`src/rtl/maxpool_pkg.sv`:
```
// Shared types and helpers for the 2x2 max-pool stream controller.
package maxpool_pkg;

    typedef enum logic [1:0] {
        IDLE  = 2'd0,
        RUN   = 2'd1,
        DRAIN = 2'd2,
        DONE  = 2'd3
    } state_t;

    // Register stages inside the external pooling unit (operands -> result).
    localparam int POOL_LAT = 1;

    // Counter width for a 0..depth-1 index; never narrower than one bit.
    function automatic int cnt_width(input int depth);
        return (depth <= 2) ? 1 : $clog2(depth);
    endfunction

endpackage

```
`src/rtl/maxpool_linebuf.sv`:
```
// One-row line buffer: single write port, two combinational read ports.
// Contents are not reset; every location is rewritten on each even row
// before it is read on the following odd row.
module maxpool_linebuf #(
    parameter int DATA_WIDTH = 8,
    parameter int IMG_W      = 8,
    parameter int ADDR_W     = 3
) (
    input  logic                  i_clk,
    input  logic                  i_we,
    input  logic [ADDR_W-1:0]     i_waddr,
    input  logic [DATA_WIDTH-1:0] i_wdata,
    input  logic [ADDR_W-1:0]     i_raddr_a,
    input  logic [ADDR_W-1:0]     i_raddr_b,
    output logic [DATA_WIDTH-1:0] o_rdata_a,
    output logic [DATA_WIDTH-1:0] o_rdata_b
);

    logic [DATA_WIDTH-1:0] r_mem [IMG_W];

    // Store the accepted even-row pixel at its column.
    always_ff @(posedge i_clk) begin
        if (i_we) begin
            r_mem[i_waddr] <= i_wdata;
        end
    end

    assign o_rdata_a = r_mem[i_raddr_a];
    assign o_rdata_b = r_mem[i_raddr_b];

endmodule

```
`src/rtl/maxpool_stream_ctrl.sv`:
```
// Streams a raster feature map through an external registered 4-input max
// unit, one non-overlapping 2x2 window at a time, and emits pooled pixels on
// a valid/ready stream.
// Optional stall counter: define MAXPOOL_STREAM_CTRL_PERF_EN.
//
// state | meaning
// IDLE  | waiting for start, in_ready low
// RUN   | accepting pixels; window positions stall until pipeline/output free
// DRAIN | all pixels in; waiting for the last window to leave the output
// DONE  | one-cycle done pulse, then IDLE
module maxpool_stream_ctrl
    import maxpool_pkg::*;
#(
    parameter int DATA_WIDTH = 8,
    parameter int IMG_W      = 8,
    parameter int IMG_H      = 8
) (
    input  logic                  clk,
    input  logic                  rst,
    input  logic                  start,
    output logic                  busy,
    output logic                  done,
    input  logic [DATA_WIDTH-1:0] in_data,
    input  logic                  in_valid,
    output logic                  in_ready,
    output logic [DATA_WIDTH-1:0] pool_a,
    output logic [DATA_WIDTH-1:0] pool_b,
    output logic [DATA_WIDTH-1:0] pool_c,
    output logic [DATA_WIDTH-1:0] pool_d,
    input  logic [DATA_WIDTH-1:0] pool_result,
    output logic [DATA_WIDTH-1:0] out_data,
    output logic                  out_valid,
    input  logic                  out_ready,
    output logic [15:0]           perf_stall_cnt
);

    localparam int COL_W = cnt_width(IMG_W);
    localparam int ROW_W = cnt_width(IMG_H);

    state_t                r_state;
    state_t                w_state_nxt;
    logic [COL_W-1:0]      r_col;
    logic [ROW_W-1:0]      r_row;
    logic                  r_v1;
    logic                  r_v2;
    logic [DATA_WIDTH-1:0] r_left_px;
    logic [DATA_WIDTH-1:0] r_pool_a;
    logic [DATA_WIDTH-1:0] r_pool_b;
    logic [DATA_WIDTH-1:0] r_pool_c;
    logic [DATA_WIDTH-1:0] r_pool_d;
    logic [DATA_WIDTH-1:0] r_out_data;
    logic                  r_out_valid;

    logic                  w_start_acc;
    logic                  w_win_pos;
    logic                  w_win_ok;
    logic                  w_in_ready;
    logic                  w_accept;
    logic                  w_col_last;
    logic                  w_row_last;
    logic [DATA_WIDTH-1:0] w_lb_left;
    logic [DATA_WIDTH-1:0] w_lb_right;

    assign w_start_acc = (r_state == IDLE) && start;
    assign w_win_pos   = r_row[0] && r_col[0];
    // A window may only enter when nothing is in flight and the output slot
    // will be free by the time the result lands; this caps throughput at one
    // window per three cycles but needs no result buffering.
    assign w_win_ok    = !r_v1 && !r_v2 && (!r_out_valid || out_ready);
    assign w_in_ready  = (r_state == RUN) && (!w_win_pos || w_win_ok);
    assign w_accept    = in_valid && w_in_ready;
    assign w_col_last  = (r_col == COL_W'(IMG_W - 1));
    assign w_row_last  = (r_row == ROW_W'(IMG_H - 1));

    maxpool_linebuf #(
        .DATA_WIDTH (DATA_WIDTH),
        .IMG_W      (IMG_W),
        .ADDR_W     (COL_W)
    ) u_linebuf (
        .i_clk     (clk),
        .i_we      (w_accept && !r_row[0]),
        .i_waddr   (r_col),
        .i_wdata   (in_data),
        .i_raddr_a (r_col - COL_W'(1)),
        .i_raddr_b (r_col),
        .o_rdata_a (w_lb_left),
        .o_rdata_b (w_lb_right)
    );

    // State register.
    always_ff @(posedge clk) begin
        if (rst) begin
            r_state <= IDLE;
        end else begin
            r_state <= w_state_nxt;
        end
    end

    // Next-state decode.
    always_comb begin
        w_state_nxt = r_state;
        case (r_state)
            IDLE:    if (start) w_state_nxt = RUN;
            RUN:     if (w_accept && w_col_last && w_row_last) w_state_nxt = DRAIN;
            DRAIN:   if (!r_v1 && !r_v2 && !r_out_valid) w_state_nxt = DONE;
            DONE:    w_state_nxt = IDLE;
            default: w_state_nxt = IDLE;
        endcase
    end

    // Raster position of the next pixel to be accepted.
    always_ff @(posedge clk) begin
        if (rst || w_start_acc) begin
            r_col <= '0;
            r_row <= '0;
        end else if (w_accept) begin
            if (w_col_last) begin
                r_col <= '0;
                r_row <= w_row_last ? '0 : r_row + ROW_W'(1);
            end else begin
                r_col <= r_col + COL_W'(1);
            end
        end
    end

    // Hold the bottom-left pixel until its window partner arrives.
    always_ff @(posedge clk) begin
        if (rst) begin
            r_left_px <= '0;
        end else if (w_accept && r_row[0] && !r_col[0]) begin
            r_left_px <= in_data;
        end
    end

    // Window pipeline flags: v1 = operands presented, v2 = result being registered.
    always_ff @(posedge clk) begin
        if (rst || w_start_acc) begin
            r_v1 <= 1'b0;
            r_v2 <= 1'b0;
        end else begin
            r_v1 <= w_accept && w_win_pos;
            r_v2 <= r_v1;
        end
    end

    // Register the four window operands; they hold between windows.
    always_ff @(posedge clk) begin
        if (rst) begin
            r_pool_a <= '0;
            r_pool_b <= '0;
            r_pool_c <= '0;
            r_pool_d <= '0;
        end else if (w_accept && w_win_pos) begin
            r_pool_a <= w_lb_left;
            r_pool_b <= w_lb_right;
            r_pool_c <= r_left_px;
            r_pool_d <= in_data;
        end
    end

    // Output slot: a fresh capture takes priority over a completing handshake.
    always_ff @(posedge clk) begin
        if (rst) begin
            r_out_data  <= '0;
            r_out_valid <= 1'b0;
        end else if (r_v2) begin
            r_out_data  <= pool_result;
            r_out_valid <= 1'b1;
        end else if (out_ready) begin
            r_out_valid <= 1'b0;
        end
    end

`ifdef MAXPOOL_STREAM_CTRL_PERF_EN
    logic [15:0] r_perf_cnt;

    // Count RUN cycles where upstream offers a pixel we refuse; saturates.
    always_ff @(posedge clk) begin
        if (rst || w_start_acc) begin
            r_perf_cnt <= '0;
        end else if ((r_state == RUN) && in_valid && !w_in_ready &&
                     (r_perf_cnt != 16'hFFFF)) begin
            r_perf_cnt <= r_perf_cnt + 16'd1;
        end
    end

    assign perf_stall_cnt = r_perf_cnt;
`else
    assign perf_stall_cnt = '0;
`endif

    assign busy      = (r_state != IDLE);
    assign done      = (r_state == DONE);
    assign in_ready  = w_in_ready;
    assign pool_a    = r_pool_a;
    assign pool_b    = r_pool_b;
    assign pool_c    = r_pool_c;
    assign pool_d    = r_pool_d;
    assign out_data  = r_out_data;
    assign out_valid = r_out_valid;

endmodule

```
`config.mk`:
```
export PLATFORM = sky130hd
export DESIGN_NAME = maxpool_stream_ctrl
export DESIGN_NICKNAME = d
export VERILOG_FILES = /design/src/rtl/maxpool_pkg.sv /design/src/rtl/maxpool_linebuf.sv /design/src/rtl/maxpool_stream_ctrl.sv
export SDC_FILE = /design/constraint.sdc
export NUM_CORES = 1
export LEC_CHECK = 0
export ABC_CLOCK_PERIOD_IN_PS = 2600
export CORE_UTILIZATION = 37
export DETAILED_ROUTE_END_ITERATION = 6
export HOLD_SLACK_MARGIN = 0.12
export SLEW_MARGIN = 15
export SYNTH_ARGS = -nofsm -noshare
export SYNTH_HDL_FRONTEND = slang
export SYNTH_SLANG_ARGS = --single-unit
export TNS_END_PERCENT = 20
```
`constraint.sdc`:
```
create_clock -name clk -period 2.6 [get_ports clk]
set_input_delay 0.78 -clock clk [delete_from_list [all_inputs] [get_ports clk]]
set_output_delay 0.78 -clock clk [all_outputs]
set_load 0.02 [all_outputs]
```
Word-level counts from Yosys, hierarchy flattened
Memory sizes are Yosys's and may differ from the RTL's. A register that Yosys moved wholly into a read port is not among the register bits.
Cells that the tools add are included.
Cells by class
  equal/unequal tests: 8
  reduce and logical (&&, ||, !) cells: 27
  mux-type cells: 10
  add/subtract/negate cells: 3
Operators with widths (number)
  $logic_and 1x1->1: 13
  $pmux 2 s4: 1
  $add 3x1->3 const B: 2
  $eq 3x3->1 const B: 2
  $logic_not 1->1: 6
  $mux 2: 3
  $mux 3: 2
  $eq 2x2->1 const B: 2
  $mux 1: 4
  $ne 2x2->1 const B: 2
  $reduce_bool 2->1: 2
  $logic_or 1x1->1: 3
  $reduce_and 3->1: 1
  $sub 3x1->3 const B: 1
  $eq 2x1->1 const B: 1
  $logic_not 2->1: 1
  $ne 2x1->1 const B: 1
  $reduce_and 2->1: 1
Storage, ports and cells
  memories: 1
  word-level logic and storage cells: 59
  output and inout port bits: 60
  flip-flop bits (word level): 43
  bits in writable memories: 64
Memory list
  u_linebuf.r_mem: words 8, width 8, read ports 2, clocked after memory_dff 2, wr ports 1, RTL line maxpool_linebuf.sv:19  | logic [DATA_WIDTH-1:0] r_mem [IMG_W];

Longest topological paths before layout
  depth after elaboration: 10
  depth in mapped cells: 8
  gate-level depth less buffers: 6

Hierarchy
Synthesis repeated with hierarchy kept, for this count alone.
Second synthesis, totals
  cell total of the unflattened synthesis: 434
  area, all modules: 5580.4 sq um
By module, submodules not included
  maxpool_linebuf: area an instance 3078.0 sq um, sequential area each 1921.8 sq um, instances 1, cells an instance 135
  maxpool_stream_ctrl: area an instance 2502.4 sq um, sequential area each 1181.1 sq um, instances 1, cells an instance 299

Worst setup path after synthesis
Ideal clock, no wire load.
  path kind: reg-to-reg
  start: register r_col[1]
  end: register r_pool_a[2], in the netlist pool_a[2] (read register of u_linebuf.r_mem)
  required time: 2.466 ns
  slack: 0.335 ns
  stages on the path, launching flop included: 9
  arrival: 2.131 ns
  period minus slack after synthesis: 2.265 ns
  cells stage by stage: dfxtp_1 clkbuf_1 inv_2 ha_1 buf_4 buf_2 mux2_2 and4bb_2 nor4_1
Between the ends
  longest elaborated chain between the ends: 1
Ends and longest elaborated chain
  from (decl): RTL line maxpool_stream_ctrl.sv:42  | logic [COL_W-1:0] r_col;
  from (signal assigned): RTL line maxpool_stream_ctrl.sv:121  | r_col <= r_col + COL_W'(1);
  $sub 3x1->3: RTL line maxpool_stream_ctrl.sv:84  | .i_raddr_a (r_col - COL_W'(1)),
  to (decl): RTL line maxpool_stream_ctrl.sv:47  | logic [DATA_WIDTH-1:0] r_pool_a;
Every way passes these cells.
A chain may end at the register's enable or synchronous reset.

Final worst setup path
  start: input port out_ready
  end: output port in_ready
Between the ends
  longest elaborated chain between the ends: 4
Ends and longest elaborated chain
  from (decl): RTL line maxpool_stream_ctrl.sv:33  | input logic out_ready,
  $logic_or 1x1->1: RTL line maxpool_stream_ctrl.sv:69  | assign w_win_ok = !r_v1 && !r_v2 && (!r_out_valid || out_ready);
  $logic_and 1x1->1: RTL line maxpool_stream_ctrl.sv:69
  $logic_or 1x1->1: RTL line maxpool_stream_ctrl.sv:70  | assign w_in_ready = (r_state == RUN) && (!w_win_pos || w_win_ok);
  $logic_and 1x1->1: RTL line maxpool_stream_ctrl.sv:70
  to (decl): RTL line maxpool_stream_ctrl.sv:25  | output logic in_ready,
Every way passes these cells.

==> impl_summary.log <==
INFO  metric cts.path.max_buffers = 2
INFO  metric rsz0062_at_grt = no
INFO  metric cell_internal_pwr = 3850 µW
INFO  metric synth_area = 5240 µm²
INFO  metric power_switching_share = 24.9%
INFO  metric setup-violations-final = 0
INFO  metric hpwlAfterDp = 7640 µm
INFO  metric tritoncts_buffers = 17
INFO  metric routed_wl = 11400 µm
INFO  metric grt_first_pass_wirelength = 18500 µm
INFO  metric relSlewSlack = 51.5%
INFO  metric finalWorstPathRequiredPeriod = 2.54 ns
INFO  metric fin_worst_hold_slack = 0.456 ns
INFO  metric most-common-layout-cells = sky130_fd_sc_hd__edfxtp_1, sky130_fd_sc_hd__clkdlybuf4s50_1, sky130_fd_sc_hd__dfxtp_1, sky130_fd_sc_hd__nand2_1, sky130_fd_sc_hd__nor2_1
INFO  metric maximum_resistive_drop_on_vdd = 0.432 mV
INFO  metric synth-main-ff-cell = sky130_fd_sc_hd__edfxtp_1
INFO  metric final-hold-violation-count = 0
INFO  metric clock_insertion_delay_worst_skew = 0.41 ns
INFO  metric cts.htree.levels = 4
INFO  metric drv_cap = 0
INFO  metric grt_remaining_overflow = 0
INFO  metric synth-seq-cells = 123
INFO  metric power.switching = 1280 µW
INFO  metric initial_core_util = 37.9%
INFO  metric pwr-share-comb = 10.3%
INFO  metric postSynthCellCount = 429
INFO  metric totalNegativeSetupSlack = 0 ns
INFO  metric worst-endpoint-arrival = 1.76 ns
INFO  metric final.fill_count = 1239
INFO  metric fin_total_pwr = 5130 µW
INFO  metric holdBufCountCts = 0
INFO  metric area.growth.synth_to_final = 29.8%
INFO  metric crit_path_start_kind = primary input
INFO  metric dieHeight = 121 µm
INFO  metric placeableCoreArea = 13800 µm²
INFO  metric residual_drc_count = 0
INFO  metric rows = 43
INFO  metric die_area = 14600 µm²
INFO  metric ioPinCount = 81
INFO  metric globalRouteTotalUtil = 16.9%
INFO  metric detail-route-antenna-nets = 0
INFO  metric critical_path_class = in -> out
INFO  metric drive_gt1_share = 19.8%
INFO  metric achievable-frequency = 394 MHz
INFO  metric maxSlewViolCount = 0
INFO  metric worst_pin_slew = 0.727 ns
INFO  metric grt_max_degree = 48
INFO  metric grt_antenna_before_repair = 0
INFO  metric post_cts_setup_repair_bufs = 0
INFO  metric cts_tree = done
INFO  metric clock_power_share = 48.6%
INFO  metric detailroute.via_count = 3520
INFO  metric die-width = 121 µm
INFO  metric worstPathRequired = 1.82 ns
INFO  metric clk_pin_slew = 0.06 ns
INFO  metric power.leakage = 0.00237 µW
INFO  metric avgSynthCellArea = 12.2 µm²
INFO  metric clock_sink_count = 123
INFO  metric library_cell_occupying_the_most_area_in_the_post_synthesis_netlist = sky130_fd_sc_hd__edfxtp_1
INFO  metric endpoint_kind = output port
INFO  metric place_inst = 678
INFO  metric synth-seq-area-share = 59.2%
INFO  metric grt_pass1_vias = 3519
INFO  metric min-delay-path-class = reg -> reg
INFO  metric numPortBuffers = 64
INFO  metric drt-initial-drc-count = 230
INFO  metric detail_route.vias_per_cell = 4.96
INFO  metric distinct_cell_type_count_after_synthesis = 41
INFO  metric run_status = complete, no violations
INFO  metric antenna_cells_inserted = 0
INFO  metric clockRootBuffer = sky130_fd_sc_hd__clkbuf_16
INFO  metric synth_top_cells_by_area = sky130_fd_sc_hd__edfxtp_1, sky130_fd_sc_hd__dfxtp_1, sky130_fd_sc_hd__mux4_2
INFO  metric synth-async-reset-ratio = 0%
INFO  metric seq_power_share = 41.0%
INFO  metric final.period_utilization = 97.6%
INFO  metric critPathMaxFanout = 2
INFO  metric routabilityCongestion = 0.760
INFO  metric fin_nets = 548
INFO  metric yosysWarnings = 0
INFO  metric post_cts_repair_resize_count = 6
INFO  metric synthDominantCellAreaShare = 36.7%
INFO  metric final-instance-count-excl-fill = 710
INFO  metric detail_route.wl_per_cell = 16.1 µm
INFO  metric layout.cells.most_common = sky130_fd_sc_hd__edfxtp_1
INFO  metric final_core_util = 49.2%
INFO  metric powerDensity = 754 nW/µm²
INFO  metric synth_edf_count = 64
INFO  metric final.setup_skew = 0.00760 ns
INFO  metric dr.pass1.iters = 4
==> synthesized netlist by cell type (2+ instances only) <==
cell / n
sky130_fd_sc_hd__o31ai_1: 3
sky130_fd_sc_hd__nand2b_1: 2
sky130_fd_sc_hd__and4_1: 9
sky130_fd_sc_hd__and2_1: 2
sky130_fd_sc_hd__mux2i_1: 24
sky130_fd_sc_hd__and4bb_2: 8
sky130_fd_sc_hd__nand3_1: 4
sky130_fd_sc_hd__dfxtp_1: 59
sky130_fd_sc_hd__clkbuf_1: 13
sky130_fd_sc_hd__buf_4: 21
sky130_fd_sc_hd__buf_2: 5
sky130_fd_sc_hd__nor2_1: 38
sky130_fd_sc_hd__inv_1: 5
sky130_fd_sc_hd__edfxtp_1: 64
sky130_fd_sc_hd__inv_2: 2
sky130_fd_sc_hd__buf_6: 3
sky130_fd_sc_hd__mux4_2: 12
sky130_fd_sc_hd__mux2_2: 10
sky130_fd_sc_hd__nand4_1: 4
sky130_fd_sc_hd__o21ai_0: 5
sky130_fd_sc_hd__nor3_1: 5
sky130_fd_sc_hd__a211oi_1: 8
sky130_fd_sc_hd__ha_1: 10
sky130_fd_sc_hd__nor4_1: 9
sky130_fd_sc_hd__a21oi_1: 33
sky130_fd_sc_hd__nand2_1: 55
sky130_fd_sc_hd__a21o_1: 2
==> final cells by class <==
type / instances / area (µm²) / share of cell area (%)
inverter: 7 / 26.3 / 0.386
tap: 180 / 225 / 3.31
sequential: 123 / 3100 / 45.6
multi-input combinational: 272 / 1910 / 28.1
clock buffer: 17 / 425 / 6.26
clock inverter: 15 / 201 / 2.96
timing repair buffer: 96 / 907 / 13.3
==> registers in the layout, summed over array words and instances (netlist names), 3 cells and up <==
register and count:
pool_a 8, pool_c 8, r_left_px 8, u_linebuf.r_mem 64, r_col 3, pool_d 8, out_data 8, pool_b 8
r_row 3
==> kinds of logic (layout without fill, tap and decap cells) <==
kind of cell    Yosys count  count (layout)  synth area share [%]
flops                   123             123                  59.2
xor+xnor                  1               1                 0.310
simple gates            144             144                  14.3
compound gates           55              55                  6.26
buf+inv                  49             135                  5.56
other cells               1              16                0.0716
mux                      46              46                  11.9
fa+ha+maj                10              10                  2.39
==> power by group through the flow <==
stage | clock network, µW | logic (µW) | registers, µW
after floorplan | 0 | 378 | 2140
after global placement | 0 | 537 | 2150
after detailed placement | 0 | 551 | 2150
after CTS | 2530 | 538 | 2100
after global routing | 2600 | 588 | 2110
final | 2490 | 530 | 2100
==> through the flow <==
stage	worst slack (ns)	area (µm²)
2_1_floorplan	0.336	5300
3_3_place_gp	-0.371	6180
3_5_place_dp	-0.393	6180
4_1_cts	0.0393	6800
5_1_grt	0.0133	6800
6_report	0.0632	6800
==> critical path, stage by stage <==
cell and delay (ns):
sky130_fd_sc_hd__clkdlybuf4s50_1 0.41, sky130_fd_sc_hd__nand2b_1 0.18, sky130_fd_sc_hd__a21oi_2 0.17, sky130_fd_sc_hd__nor2_1 0.06, sky130_fd_sc_hd__buf_2 0.15
==> metal layers <==
metal	wire [µm]	share of wire, %	vias to the layer above	global-route usage (%)
li1	-	-	1718	-
met1	5400	47	1698	22.0
met2	5290	46	94	26.3
met3	597	5.2	10	4.93
met4	126	1.1	0	6.71
met5	0	0	-	0
==> path summary, 6_finish.rpt <==
| kind | startpoint | endpoint | slack [ns] | cells past startpoint |
|---|---|---|---|---|
| setup / recovery | out_ready | in_ready | 0.06 | 5 |
| hold / removal | pool_c[6]$_SDFFE_PP0P_ | pool_c[6]$_SDFFE_PP0P_ | 0.46 | 2 |
| setup reg to reg | r_col[2]$_SDFFE_PP0N_ | r_state[1]$_SDFFE_PP0P_ | 0.57 | 5 |
| hold reg to reg | pool_c[6]$_SDFFE_PP0P_ | pool_c[6]$_SDFFE_PP0P_ | 0.46 | 2 |
(Power assumes the default switching activity.)
